### config.mk
export PLATFORM = sky130hd
export DESIGN_NAME = mem_stage_unit
export DESIGN_NICKNAME = d
export VERILOG_FILES = /design/src/rtl/mem_stage_unit_pkg.sv /design/src/rtl/mem_timeout_ctr.sv /design/src/rtl/mem_stage_unit.sv
export SDC_FILE = /design/constraint.sdc
export NUM_CORES = 1
export LEC_CHECK = 0
export ABC_CLOCK_PERIOD_IN_PS = 2200
export CAP_MARGIN = 20
export CORE_MARGIN = 4
export CORE_UTILIZATION = 44
export CTS_BUF_LIST = sky130_fd_sc_hd__clkbuf_16
export DETAILED_ROUTE_END_ITERATION = 12
export PLACE_DENSITY = 0.84
export SETUP_SLACK_MARGIN = 0.3
export SYNTH_ARGS = -nofsm -noshare
export SYNTH_HDL_FRONTEND = slang
export SYNTH_SLANG_ARGS = --single-unit
### constraint.sdc
create_clock -name clk -period 2.2 [get_ports clk]
set_input_delay 0.55 -clock clk [delete_from_list [all_inputs] [get_ports clk]]
set_output_delay 0.55 -clock clk [all_outputs]
set_load 0.05 [all_outputs]
### src/rtl/mem_stage_unit_pkg.sv
// Shared types for the MEM stage: FSM state encoding, MEM/WB field widths and
// the latched memory request / MEM/WB register layouts.
package mem_stage_unit_pkg;

  localparam int WbDataW = 32;
  localparam int WbWnW   = 5;

  typedef enum logic [1:0] {
    ST_IDLE   = 2'd0,
    ST_ACCESS = 2'd1,
    ST_DONE   = 2'd2
  } mem_state_e;

  // Everything the access needs while EX/MEM may still change under us.
  typedef struct packed {
    logic               we;
    logic               memtoreg;
    logic               regwrite;
    logic [WbDataW-1:0] alu_out;
    logic [WbDataW-1:0] wdata;
    logic [WbWnW-1:0]   wn;
  } mem_req_t;

  typedef struct packed {
    logic               valid;
    logic               memtoreg;
    logic               regwrite;
    logic [WbDataW-1:0] rdata;
    logic [WbDataW-1:0] alu_out;
    logic [WbWnW-1:0]   wn;
  } mem_wb_t;

  function automatic logic branch_taken(input logic valid, input logic branch,
                                        input logic beq, input logic zero,
                                        input logic bgtz);
    return valid & branch & (beq ? zero : bgtz);
  endfunction

endpackage

### src/rtl/mem_timeout_ctr.sv
// Saturating cycle counter with clear, load and terminal-count flag; used by
// stage controllers to bound how long they wait on a handshake.
module mem_timeout_ctr #(
  parameter int WIDTH = 4
) (
  input  logic             clk,
  input  logic             rst,
  input  logic             clr_i,
  input  logic             load_i,
  input  logic [WIDTH-1:0] load_val_i,
  input  logic             en_i,
  input  logic [WIDTH-1:0] term_val_i,
  output logic             tc_o
);

  logic [WIDTH-1:0] count_q;
  logic [WIDTH-1:0] count_d;

  assign tc_o = (count_q == term_val_i);

  // Clear beats load beats count; counting stops at the terminal value.
  always_comb begin
    count_d = count_q;
    if (clr_i) begin
      count_d = '0;
    end else if (load_i) begin
      count_d = load_val_i;
    end else if (en_i && !tc_o) begin
      count_d = count_q + WIDTH'(1);
    end
  end

  always_ff @(posedge clk) begin
    if (rst) begin
      count_q <= '0;
    end else begin
      count_q <= count_d;
    end
  end

endmodule

### src/rtl/mem_stage_unit.sv
// MEM stage: branch resolution, req/ack data-memory access and the MEM/WB register.
// Optional build macro MEM_ALIGN_CHECK_EN turns misaligned loads/stores into faults.
module mem_stage_unit
  import mem_stage_unit_pkg::*;
#(
  parameter int AW      = 32,
  parameter int TIMEOUT = 16
) (
  input  logic               clk,
  input  logic               rst,
  input  logic               in_valid,
  input  logic               in_MemtoReg,
  input  logic               in_RegWrite,
  input  logic               in_MemRead,
  input  logic               in_MemWrite,
  input  logic               in_Branch,
  input  logic               in_Beq,
  input  logic               in_zero,
  input  logic               in_bgtz,
  input  logic [31:0]        in_b_tgt,
  input  logic [31:0]        in_alu_out,
  input  logic [31:0]        in_RD2,
  input  logic [WbWnW-1:0]   in_rfile_wn,
  output logic               stall,
  output logic               pc_src,
  output logic [31:0]        pc_tgt,
  output logic               dmem_req,
  output logic               dmem_we,
  output logic [AW-1:0]      dmem_addr,
  output logic [31:0]        dmem_wdata,
  input  logic [31:0]        dmem_rdata,
  input  logic               dmem_ack,
  output logic               wb_valid,
  output logic               wb_MemtoReg,
  output logic               wb_RegWrite,
  output logic [WbDataW-1:0] wb_rdata,
  output logic [WbDataW-1:0] wb_alu_out,
  output logic [WbWnW-1:0]   wb_rfile_wn,
  output logic               mem_err
);

  localparam int CtrW      = (TIMEOUT > 1) ? $clog2(TIMEOUT) : 1;
  localparam int TermVal   = (TIMEOUT > 0) ? TIMEOUT - 1 : 0;
  localparam bit TimeoutEn = (TIMEOUT > 0);

  mem_state_e   state_q;
  mem_state_e   state_d;
  mem_req_t     req_q;
  mem_req_t     req_d;
  mem_wb_t      wb_q;
  mem_wb_t      wb_d;
  logic [31:0]  rdata_q;
  logic [31:0]  rdata_d;
  logic         err_q;
  logic         err_d;
  logic         pc_src_q;
  logic         pc_src_d;
  logic [31:0]  pc_tgt_q;
  logic [31:0]  pc_tgt_d;

  logic         mem_op;
  logic         accept_mem;
  logic         misalign;
  logic         ctr_tc;
  logic         timeout_hit;

  assign mem_op     = in_MemRead | in_MemWrite;
  assign accept_mem = (state_q == ST_IDLE) & in_valid & mem_op;

`ifdef MEM_ALIGN_CHECK_EN
  assign misalign = (in_alu_out[1:0] != 2'b00);
`else
  assign misalign = 1'b0;
`endif

  // Counts ACCESS cycles; its value equals the number of cycles already spent waiting.
  mem_timeout_ctr #(
    .WIDTH (CtrW)
  ) u_timeout_ctr (
    .clk        (clk),
    .rst        (rst),
    .clr_i      (state_q != ST_ACCESS),
    .load_i     (1'b0),
    .load_val_i ({CtrW{1'b0}}),
    .en_i       (state_q == ST_ACCESS),
    .term_val_i (CtrW'(TermVal)),
    .tc_o       (ctr_tc)
  );

  assign timeout_hit = TimeoutEn & ctr_tc;

  always_ff @(posedge clk) begin
    if (rst) begin
      state_q <= ST_IDLE;
    end else begin
      state_q <= state_d;
    end
  end

  always_comb begin
    state_d = state_q;
    unique case (state_q)
      ST_IDLE: begin
        if (accept_mem) begin
          state_d = misalign ? ST_DONE : ST_ACCESS;
        end
      end
      ST_ACCESS: begin
        if (dmem_ack || timeout_hit) begin
          state_d = ST_DONE;
        end
      end
      ST_DONE: state_d = ST_IDLE;
      default: state_d = ST_IDLE;
    endcase
  end

  // Stall covers the accept cycle through the ack cycle; held low while in reset.
  always_comb begin
    stall    = 1'b0;
    dmem_req = (state_q == ST_ACCESS);
    if (!rst) begin
      stall = accept_mem | (state_q == ST_ACCESS);
    end
  end

  always_comb begin
    req_d       = req_q;
    rdata_d     = rdata_q;
    err_d       = err_q;
    wb_d        = wb_q;
    wb_d.valid  = 1'b0;
    pc_src_d    = 1'b0;
    pc_tgt_d    = pc_tgt_q;
    unique case (state_q)
      ST_IDLE: begin
        if (branch_taken(in_valid, in_Branch, in_Beq, in_zero, in_bgtz)) begin
          pc_src_d = 1'b1;
          pc_tgt_d = in_b_tgt;
        end
        if (accept_mem) begin
          req_d.we       = in_MemWrite;
          req_d.memtoreg = in_MemtoReg;
          req_d.regwrite = in_RegWrite & ~misalign;
          req_d.alu_out  = in_alu_out;
          req_d.wdata    = in_RD2;
          req_d.wn       = in_rfile_wn;
          rdata_d        = '0;
          if (misalign) begin
            err_d = 1'b1;
          end
        end else if (in_valid) begin
          wb_d = '{valid: 1'b1, memtoreg: in_MemtoReg, regwrite: in_RegWrite,
                   rdata: '0, alu_out: in_alu_out, wn: in_rfile_wn};
        end
      end
      ST_ACCESS: begin
        if (dmem_ack) begin
          rdata_d = dmem_rdata;
        end else if (timeout_hit) begin
          req_d.regwrite = 1'b0;
          err_d          = 1'b1;
        end
      end
      ST_DONE: begin
        wb_d = '{valid: 1'b1, memtoreg: req_q.memtoreg, regwrite: req_q.regwrite,
                 rdata: rdata_q, alu_out: req_q.alu_out, wn: req_q.wn};
      end
      default: ;
    endcase
  end

  always_ff @(posedge clk) begin
    if (rst) begin
      req_q    <= '0;
      rdata_q  <= '0;
      wb_q     <= '0;
      err_q    <= 1'b0;
      pc_src_q <= 1'b0;
      pc_tgt_q <= '0;
    end else begin
      req_q    <= req_d;
      rdata_q  <= rdata_d;
      wb_q     <= wb_d;
      err_q    <= err_d;
      pc_src_q <= pc_src_d;
      pc_tgt_q <= pc_tgt_d;
    end
  end

  assign pc_src      = pc_src_q;
  assign pc_tgt      = pc_tgt_q;
  assign dmem_we     = req_q.we;
  assign dmem_addr   = {req_q.alu_out[AW-1:2], 2'b00};
  assign dmem_wdata  = req_q.wdata;
  assign wb_valid    = wb_q.valid;
  assign wb_MemtoReg = wb_q.memtoreg;
  assign wb_RegWrite = wb_q.regwrite;
  assign wb_rdata    = wb_q.rdata;
  assign wb_alu_out  = wb_q.alu_out;
  assign wb_rfile_wn = wb_q.wn;
  assign mem_err     = err_q;

endmodule

# ---- Word level (Yosys, flattened, before mapping)
# Index checks and enable logic that the tools add are counted.
dict set report word_totals {
  reg_bits 216
  in_bits 145
  output_inout_bits 173
  word_cells 69
}
dict set report classes {
  addsub 1
  n_eq_ne 11
  muxes 16
  n_bitwise 8
  reduce_logical 15
}
# cell n
set op_table {}
lappend op_table {{$mux W72} 2}
lappend op_table {{$pmux W72 S2} 1}
lappend op_table {{$mux W70} 1}
lappend op_table {{$mux W32} 2}
lappend op_table {{$pmux W32 S2} 1}
lappend op_table {{$ne A2 B2 Y1 const B} 7}
lappend op_table {{$reduce_and A3 Y1} 3}
lappend op_table {{$reduce_and A2 Y1} 3}
lappend op_table {{$mux W1} 5}
lappend op_table {{$add A4 B1 Y4 const B} 1}
lappend op_table {{$and A1 B1 Y1} 4}
lappend op_table {{$eq A4 B4 Y1 const B} 1}
lappend op_table {{$mux W2} 2}
lappend op_table {{$pmux W2 S2} 1}
lappend op_table {{$reduce_and A4 Y1} 1}
lappend op_table {{$reduce_bool A2 Y1} 2}
lappend op_table {{$reduce_or A2 Y1} 2}
lappend op_table {{$eq A2 B1 Y1 const B} 1}
lappend op_table {{$eq A2 B2 Y1 const B} 1}
lappend op_table {{$logic_not A2 Y1} 1}
lappend op_table {{$ne A2 B1 Y1 const B} 1}
lappend op_table {{$not A1 Y1} 2}
lappend op_table {{$or A1 B1 Y1} 2}
lappend op_table {{$pmux W1 S2} 1}
lappend op_table {{3 further kinds} 3}

# ---- Longest topological paths before layout
# Gate-level depths: netlist of the first run.
dict set report logic_depth {
  word_depth 5
  ltp_mapped 7
  ltp_nobuf 5
}

# ---- Modules after synthesis
# A second synthesis of the first run with hierarchy kept.
dict set report hier_totals {
  cells_unflattened 1025
  area_unflattened_um2 9564.2
}
# module instances cells_each area_per_inst_um2 seq_area_each_um2
set modules_own_cells {}
lappend modules_own_cells {mem_stage_unit 1 996 9295.2 4244.1}
lappend modules_own_cells {mem_timeout_ctr 1 29 269.0 80.1}

# ---- Worst setup path after synthesis of the first run
# No wires, ideal clock.
dict set report synth_path {
  path_type {input port to output port}
  start {input port in_valid}
  end {output port stall}
  arrival_time_ns 1.986
  required_ns 1.650
  slack_ns -0.336
  path_stages 4
  path_buffers 1
  path_cell_list {nor3b_4 > o21ai_2 > clkbuf_1 > a21oi_1}
}
dict set report synth_between {
  elab_chain_cells 4
}
# element line_no
set synth_rtl {}
lappend synth_rtl {{start: declaration} mem_stage_unit.sv:11} ;# input logic in_valid,
lappend synth_rtl {{$and A1 B1 Y1 (2 in a row)} mem_stage_unit.sv:68} ;# assign accept_mem = (state_q == ST_IDLE) & in_valid & mem_op;
lappend synth_rtl {{$or A1 B1 Y1} mem_stage_unit.sv:123} ;# stall = accept_mem | (state_q == ST_ACCESS);
lappend synth_rtl {{$mux W1} mem_stage_unit.sv:122} ;# if (!rst) begin
lappend synth_rtl {{end: declaration} mem_stage_unit.sv:24} ;# output logic stall,
# Every way passes these cells.

# ---- Worst setup path after layout of the first run
dict set report layout_path {
  start {register state_q[0]}
  end {output port stall}
}
dict set report layout_between {
  elab_chain_cells 5
  word_cells_on_any_way 6
  classes_between {eq/ne (1); mux (1); bitwise (3); reduce/logical (1)}
}
# element line_no
set layout_rtl {}
lappend layout_rtl {{start: declaration} mem_stage_unit.sv:46} ;# mem_state_e state_q;
lappend layout_rtl {{start signal: assignment} mem_stage_unit.sv:96} ;# state_q <= state_d;
lappend layout_rtl {{$logic_not A2 Y1} mem_stage_unit.sv:68}
lappend layout_rtl {{$and A1 B1 Y1 (2 in a row)} mem_stage_unit.sv:68}
lappend layout_rtl {{$or A1 B1 Y1 *} mem_stage_unit.sv:123}
lappend layout_rtl {{$mux W1 *} mem_stage_unit.sv:122}
# Every way passes the cells marked *; elsewhere a longest branch is shown, timed or not.

==> metrics.log, run 1 <==
INFO  metric period_minus_slack = between 2 and 2.5 ns
INFO  metric synth.avg_cell_area = roughly 8.7 um2
INFO  metric drcViolationCount = 0
INFO  metric fmaxAchievable = 482 MHz
INFO  metric buffer_ports.inserted = around 320
INFO  metric synth.yosys.seq_area_share = just over 50%
INFO  metric layout-drive-gt1-share = approximately a fifth
INFO  metric global_route.overflow_total = 0
INFO  metric hold_path.class = reg -> reg
INFO  metric fin_skew = approximately 0.0065 ns
INFO  metric post_synth_edffs = 0
INFO  metric initial_core_util = 44.6%
INFO  metric yosysMostFrequentCell = sky130_fd_sc_hd__nand2_1
INFO  metric flow.area_growth_from_synthesis = 42.9%
INFO  metric clock_latency = 0.50 ns
INFO  metric ctsHtreeMaxLevel = 1
INFO  metric antenna_left = 0
INFO  metric synthTopCellsByCount = sky130_fd_sc_hd__nand2_1 (274), sky130_fd_sc_hd__dfxtp_1 (216), sky130_fd_sc_hd__a21oi_1 (145)
INFO  metric final_layout_net_count = between 1000 and 1500
INFO  metric dp_hpwl = between 15000 and 20000 um
INFO  metric avgRoutedWirePerCell = around 17 um
INFO  metric rel_slew_slack = between 50 and 60%
INFO  metric initial_drt_markers = approximately 390
INFO  metric final_cycle_share = a little over nine tenths
INFO  metric ys_types = 33
INFO  metric synth.largest_area_cell = sky130_fd_sc_hd__dfxtp_1
INFO  metric worstPathMaxFanout = 2
INFO  metric postCtsHoldBufs = 0
INFO  metric die_w = ~150 um
INFO  metric syn_inst = 956
INFO  metric cts_root_buf = sky130_fd_sc_hd__clkbuf_16
INFO  metric tritoncts_num_sinks = roughly 220
INFO  metric p_total = approximately 9000 uW
INFO  metric ff2ff_path_depth = 6
INFO  metric clock_path_buffers = 3
INFO  metric cp_capture_type = output pin
INFO  metric timing.final.setup_violations = 0
INFO  metric cts.clk_slew.worst_paths = ~0.060 ns
INFO  metric insertedDiodeCount = 0
INFO  metric synthFlopType = sky130_fd_sc_hd__dfxtp_1
INFO  metric tritoncts = done
INFO  metric power.density = approximately 760 mW/mm2
INFO  metric rows = 50
INFO  metric number_of_max_capacitance_violations_reported = 0
INFO  metric grt_max_degree = around 80
INFO  metric antenna_violations_before_repair = 1
INFO  metric yosys.area_share.xor_xnor = 0.105%
INFO  metric status = completed
INFO  metric globalplace.congestion = approximately 0.8
INFO  metric via_count_of_the_first_global_routing_pass = 7398
INFO  metric cts_buffers = 23
INFO  metric finalHoldViolCount = 0
INFO  metric grt_setup_unrepaired = true
INFO  metric final-seq-area = between 0.004 and 0.005 mm2
INFO  metric routed_wl = 24400 um
INFO  metric synth_warnings = 0
INFO  metric worst-endpoint-required = around 1.7 ns
INFO  metric grt_first_pass_wirelength = approximately 38000 um
INFO  metric type_of_element_launching_the_critical_path = register
INFO  metric ios = approximately 320
INFO  metric yosys_register_bits = ~220
INFO  metric firstDrtPassIters = 5
INFO  metric synth_simple_gate_area_share = approximately 14%
INFO  metric postSynth.asyncResetShare = 0%
INFO  metric synth_area = about 0.0083 mm2
INFO  metric synth_top_family_by_area = compound AO/OA/AOI/OAI gates
INFO  metric synth.top_cell.area_share = between 50 and 60%
INFO  metric die_extent_in_y = 146 um
INFO  metric fillerInstances = around 1500
INFO  metric worst-slew-pin-transition = around 0.69 ns
INFO  metric synth_compound_area_share = 19.1%
INFO  metric yosys.area_share.adder = 0.150%
INFO  metric grtUsageTotal = between 20% and 30%
INFO  metric die-area = 0.0212 mm2
INFO  metric routed-via-count = between 7000 and 8000
INFO  metric leakage = between 0.004 and 0.005 uW
INFO  metric avgViaCountPerCell = ~5.3
INFO  metric multi_input_area = 0.00319 mm2
INFO  metric cp_data_arrival_time = about 1.5 ns
INFO  metric synth_mux_area_share = under 10%
INFO  metric max-vdd-ir-drop = between 0.4 and 0.5 mV
INFO  metric placeableCoreArea = 0.0186 mm2
INFO  metric post-route-util = a little under two thirds
INFO  metric critPathKind = reg -> out
INFO  metric slew_viol_final = 0
INFO  metric hold-path-cell-count = 2
INFO  metric ys_top_cells_by_area = sky130_fd_sc_hd__dfxtp_1 (52%), sky130_fd_sc_hd__nand2_1 (12%), sky130_fd_sc_hd__a21oi_1 (8.7%), sky130_fd_sc_hd__buf_4 (5.9%), sky130_fd_sc_hd__mux2i_1 (4.0%)
==> layer usage <==
metal | up-vias | wire (um) | GRT usage, %
met2 | 320 | 12000 | 38.1
li1 | 3660 | - | -
met3 | 53 | 2050 | 5.92
met5 | - | 15 | 0
met1 | 3546 | 9620 | 25.7
met4 | 2 | 655 | 6.84
==> worst paths after layout <==
check	startpoint	endpoint	slack, ns
setup / recovery	state_q[0]	stall	0.13
hold / removal	pc_tgt[22]	pc_tgt[22]	0.45
setup reg to reg	state_q[0]	rdata_q[25]	0.37
hold reg to reg	pc_tgt[22]	pc_tgt[22]	0.45
==> layout make-up <==
| class | count | share of cell area [%] |
|---|---|---|
| sequential | 216 | 36.4 |
| timing repair buffer | 353 | 28.9 |
| multi-input combinational | 599 | 26.8 |
| clock buffer | 23 | 4.84 |
| tap | 234 | 2.46 |
| clock inverter | 15 | 0.558 |
| inverter | 2 | 0.0631 |
==> state kept, by name, indices dropped and copies added, names as in the netlist <==
signal,count
dmem_addr,30
dmem_wdata,32
dmem_we,1
mem_err,1
pc_src,1
pc_tgt,32
rdata_q,32
req_q,9
state_q,2
u_timeout_ctr.count_q,4
wb_MemtoReg,1
wb_RegWrite,1
wb_alu_out,32
wb_rdata,32
wb_rfile_wn,5
wb_valid,1
==> cells by family after synthesis <==
kind of cell,Yosys count
mux,34
xor+xnor,1
simple gates,299
flops,216
other cells,1
buf+inv,142
compound gates,262
fa+ha+maj,1
==> cell usage in the layout, fill, tap and decap left out, types with 9 or more instances in the layout <==
cell | Yosys | final
sky130_fd_sc_hd__a21oi_1 | 145 | 143
sky130_fd_sc_hd__dfxtp_1 | 216 | 214
sky130_fd_sc_hd__clkbuf_16 | 0 | 23
sky130_fd_sc_hd__clkdlybuf4s50_1 | 0 | 140
sky130_fd_sc_hd__nand2_1 | 274 | 274
sky130_fd_sc_hd__clkbuf_2 | 0 | 48
sky130_fd_sc_hd__buf_12 | 3 | 10
sky130_fd_sc_hd__clkdlybuf4s15_1 | 0 | 15
sky130_fd_sc_hd__a32o_1 | 32 | 32
sky130_fd_sc_hd__nor2_1 | 10 | 9
sky130_fd_sc_hd__a22oi_1 | 40 | 40
sky130_fd_sc_hd__o21ai_0 | 40 | 40
sky130_fd_sc_hd__clkdlybuf4s15_2 | 0 | 100
sky130_fd_sc_hd__mux2i_1 | 33 | 33
sky130_fd_sc_hd__buf_4 | 65 | 35
==> power breakdown <==
group          internal (uW)  switching [uW]  total [uW]
Sequential              4060            83.6        4140
Clock                   1880            1490        3360
Combinational            587             938        1520
==> worst max-delay path, stage by stage, from the launching register on <==
cell and delay [ns]:
sky130_fd_sc_hd__dfxtp_4 0.35, sky130_fd_sc_hd__nor3b_4 0.25, sky130_fd_sc_hd__o21ai_4 0.10, sky130_fd_sc_hd__a21oi_4 0.17, sky130_fd_sc_hd__buf_12 0.15
==> through the flow <==
| stage | instance area (um2) | cells | setup WS (ns) | setup TNS (ns) | hold slack (ns) |
|---|---|---|---|---|---|
| floorplan | 8360 | 957 | 0.177 | 0 | 0.435 |
| global placement | 11300 | 1399 | -0.0961 | -3.10 | 0.441 |
| detailed placement | 11300 | 1399 | -0.178 | -10.24 | 0.446 |
| CTS | 12100 | 1438 | 0.0964 | 0 | 0.453 |
| global route | 11900 | 1442 | 0.0879 | 0 | 0.471 |
| finish | 11900 | 1442 | 0.127 | 0 | 0.451 |
==> timing repair <==
| item | 4_1_cts | 5_1_grt |
|---|---|---|
| gates cloned | 0 | 0 |
| buffers inserted | 1 | 4 |
| resized for setup | 433 | 52 |
| pin swaps | 0 | 2 |
| setup endpoints to repair | 166 | 50 |
Power figures use the tool's default switching activity.
==> inputs of run 2 (changes only) <==
Settings changed: CTS_CLUSTER_DIAMETER from default to 150.
==> results of run 2 <==
Final layout, timing and power as in run 1 (identical DEF).
==> inputs of run 3 (changes only) <==
Settings changed: CORE_UTILIZATION 44 to 30, PLACE_DENSITY 0.84 to 0.62.
==> run 3 against run 2 <==
Net effect: sequential share of layout area decreased by 2.0 points; via count decreased by 1.5%; largest cell class unchanged; clock power grew 17%; register-to-register slack better by 0.05 ns; die area grew 44%; global-route usage down 5.5 points; flip-flop and latch count unchanged; setup slack improved by 0.023 ns; highest routed layer is now met4; worst hold slack got worse by 0.15 ns.
==> metrics.log, run 3 (same netlist as run 1, synthesis figures left out) <==
INFO  metric clock_latency = 0.52 ns (was 0.50 ns)
INFO  metric initial_drt_markers = 419 (was 393)
INFO  metric grtUsageTotal = 16.2% (was 21.6%)
INFO  metric status = completed (unchanged)
INFO  metric worst-slew-pin-transition = 0.670 ns (was 0.689 ns)
INFO  metric final_cell_mix = sky130_fd_sc_hd__nand2_1 (274), sky130_fd_sc_hd__dfxtp_1 (214), sky130_fd_sc_hd__clkdlybuf4s15_2 (156), sky130_fd_sc_hd__a21oi_1 (143), sky130_fd_sc_hd__clkdlybuf4s50_1 (140) (was sky130_fd_sc_hd__nand2_1 (274), sky130_fd_sc_hd__dfxtp_1 (214), sky130_fd_sc_hd__a21oi_1 (143), sky130_fd_sc_hd__clkdlybuf4s50_1 (140), sky130_fd_sc_hd__clkdlybuf4s15_2 (100))
INFO  metric rows = 60 (was 50)
INFO  metric rel_slew_slack = 55.3% (was 54.1%)
INFO  metric period_minus_slack = 2.05 ns (was 2.07 ns)
INFO  metric postCtsHoldBufs = 0 (unchanged)
INFO  metric slew_viol_final = 0 (unchanged)
INFO  metric cp_capture_type = output pin (unchanged)
INFO  metric p_total = 9650 uW (was 9030 uW)
INFO  metric critical_path.reg2reg.startpoint = state_q[0] (unchanged)
INFO  metric firstDrtPassIters = 4 (was 5)
INFO  metric tritoncts_num_sinks = 216 (unchanged)
INFO  metric avgRoutedWirePerCell = 16.7 um (was 16.9 um)
INFO  metric reg2reg_slack = 0.42 ns (was 0.37 ns)
INFO  metric globalplace.congestion = 0.774 (was 0.802)
INFO  metric antenna_violations_before_repair = 1 (unchanged)
INFO  metric cts_buffers = 25 (was 23)
INFO  metric worst-endpoint-required = 1.65 ns (about the same)
INFO  metric cp_data_arrival_time = 1.50 ns (was 1.52 ns)
INFO  metric antenna_left = 0 (unchanged)
INFO  metric grt_setup_unrepaired = true (unchanged)
INFO  metric hold_path.class = in -> reg (was reg -> reg)
INFO  metric drcViolationCount = 0 (unchanged)
INFO  metric power.density = 767 mW/mm2 (was 760 mW/mm2)
INFO  metric routed-via-count = 7469 (was 7581)
INFO  metric initial_core_util = 30.7% (was 44.6%)
INFO  metric final_cycle_share = 93.1% (was 94.2%)
INFO  metric worstPathMaxFanout = 2 (unchanged)
INFO  metric leakage = 0.00449 uW (was 0.00442 uW)
INFO  metric layout-drive-gt1-share = 22.0% (was 19.7%)
INFO  metric post-route-util = 46.5% (was 63.8%)
INFO  metric cts.clk_slew.worst_paths = 0.06 ns (about the same)
INFO  metric hold-path-endpoint = state_q[0] (was pc_tgt[22])
INFO  metric hold-path-cell-count = 2 (unchanged)
INFO  metric ctsHtreeMaxLevel = 1 (unchanged)
INFO  metric hold_path.startpoint = rst (was pc_tgt[22])
INFO  metric ios = 318 (unchanged)
INFO  metric fmaxAchievable = 488 MHz (was 482 MHz)
INFO  metric type_of_element_launching_the_critical_path = register (unchanged)
INFO  metric cts_root_buf = sky130_fd_sc_hd__clkbuf_16 (unchanged)
INFO  metric clock_path_buffers = 3 (unchanged)
INFO  metric critPathKind = reg -> out (unchanged)
INFO  metric finalHoldViolCount = 0 (unchanged)
INFO  metric fin_skew = 0.0138 ns (was 0.00653 ns)
INFO  metric final_common_cell = sky130_fd_sc_hd__nand2_1 (unchanged)
INFO  metric dp_hpwl = 17600 um (was 16200 um)
INFO  metric max-vdd-ir-drop = 0.473 mV (was 0.491 mV)
INFO  metric die_extent_in_y = 175 um (was 146 um)
INFO  metric routed_wl = 26600 um (was 24400 um)
INFO  metric flow.area_growth_from_synthesis = 51.3% (was 42.9%)
INFO  metric ff2ff_path_depth = 6 (unchanged)
INFO  metric tritoncts = done (unchanged)
INFO  metric avgViaCountPerCell = 4.69 (was 5.26)
INFO  metric number_of_max_capacitance_violations_reported = 0 (unchanged)
INFO  metric placeableCoreArea = 0.0271 mm2 (was 0.0186 mm2)
INFO  metric die_w = 175 um (was 146 um)
INFO  metric die-area = 0.0305 mm2 (was 0.0212 mm2)
INFO  metric grt_max_degree = 85 (was 81)
INFO  metric regToRegEndpoint = rdata_q[8] (was rdata_q[25])
INFO  metric grt_first_pass_wirelength = 40500 um (was 38400 um)
INFO  metric final_layout_net_count = 1348 (was 1341)
INFO  metric global_route.overflow_total = 0 (unchanged)
INFO  metric via_count_of_the_first_global_routing_pass = 7205 (was 7398)
INFO  metric timing.final.setup_violations = 0 (unchanged)
INFO  metric buffer_ports.inserted = 315 (unchanged)
==> run 3: cell types whose count changed in the layout (fill, tap and decap cells not counted), moves of 3 or more <==
cell,before,now
sky130_fd_sc_hd__buf_12,10,14
sky130_fd_sc_hd__buf_4,35,38
sky130_fd_sc_hd__clkbuf_16,23,26
sky130_fd_sc_hd__clkbuf_2,48,4
sky130_fd_sc_hd__clkdlybuf4s15_1,15,0
sky130_fd_sc_hd__clkdlybuf4s15_2,100,156
sky130_fd_sc_hd__clkinv_2,2,5
==> run 3: layer usage <==
metal	routed length, um	track usage (%)	vias to the layer above
met5	0	0	-
met4	1010	6.02	0
met3	2100	4.89	52
met2	12500	27.0	286
met1	11000	19.8	3459
li1	-	-	3672
==> run 3: power by group <==
| group | total, uW | switching, uW | leakage, uW | internal [uW] |
|---|---|---|---|---|
| logic | 1570 | 948 | 0.00234 | 621 |
| clock network | 3940 | 1650 | 0.000394 | 2300 |
| registers | 4140 | 81.9 | 0.00176 | 4060 |
| total | 9650 | 2680 | 0.00449 | 6980 |
==> run 3: cell type report <==
cell class                 count  area (um2)
fill                        2619       14500
sequential                   216        4330
timing repair buffer         358        3820
multi-input combinational    599        3190
clock buffer                  25         626
tap                          372         465
clock inverter                20         151
inverter                       2        10.0
antenna                        1        2.50
==> run 3: worst max-delay path by stage <==
stage          startpoint           to  slack (ns)  depth (start not counted)
5_1_grt        state_q[1]        stall        0.10                          4
2_1_floorplan    in_valid        stall        0.18                          4
3_3_place_gp     in_valid        stall       -0.06                          5
6_report       state_q[1]        stall        0.15                          4
4_1_cts        state_q[0]        stall        0.09                          4
3_5_place_dp     in_valid  rdata_q[10]       -0.07                          6
==> run 3: critical path, cell delays in order (launching register included) <==
cell and delay [ns]:
sky130_fd_sc_hd__dfxtp_4 0.35, sky130_fd_sc_hd__nor3b_4 0.24, sky130_fd_sc_hd__o21ai_4 0.10, sky130_fd_sc_hd__a21oi_4 0.15, sky130_fd_sc_hd__buf_12 0.15
==> run 3: timing repair <==
action                                  in CTS  in global routing
resized for setup                          485                  7
cloned                                       0                  1
setup buffers                                4                  5
pin swaps                                    2                  2
endpoints found under the setup margin     162                 32
==> run 3: per-stage QoR <==
step	worst slack, ns	setup TNS [ns]	hold WS [ns]	cell area (um2)	cells
floorplan	0.177	0	0.435	8360	957
global placement	-0.0621	-1.92	0.441	11500	1537
CTS	0.0933	0	0.258	12500	1586
global route	0.101	0	0.298	12600	1593
detailed placement	-0.0689	-3.72	0.446	11500	1537
finish	0.151	0	0.299	12600	1593
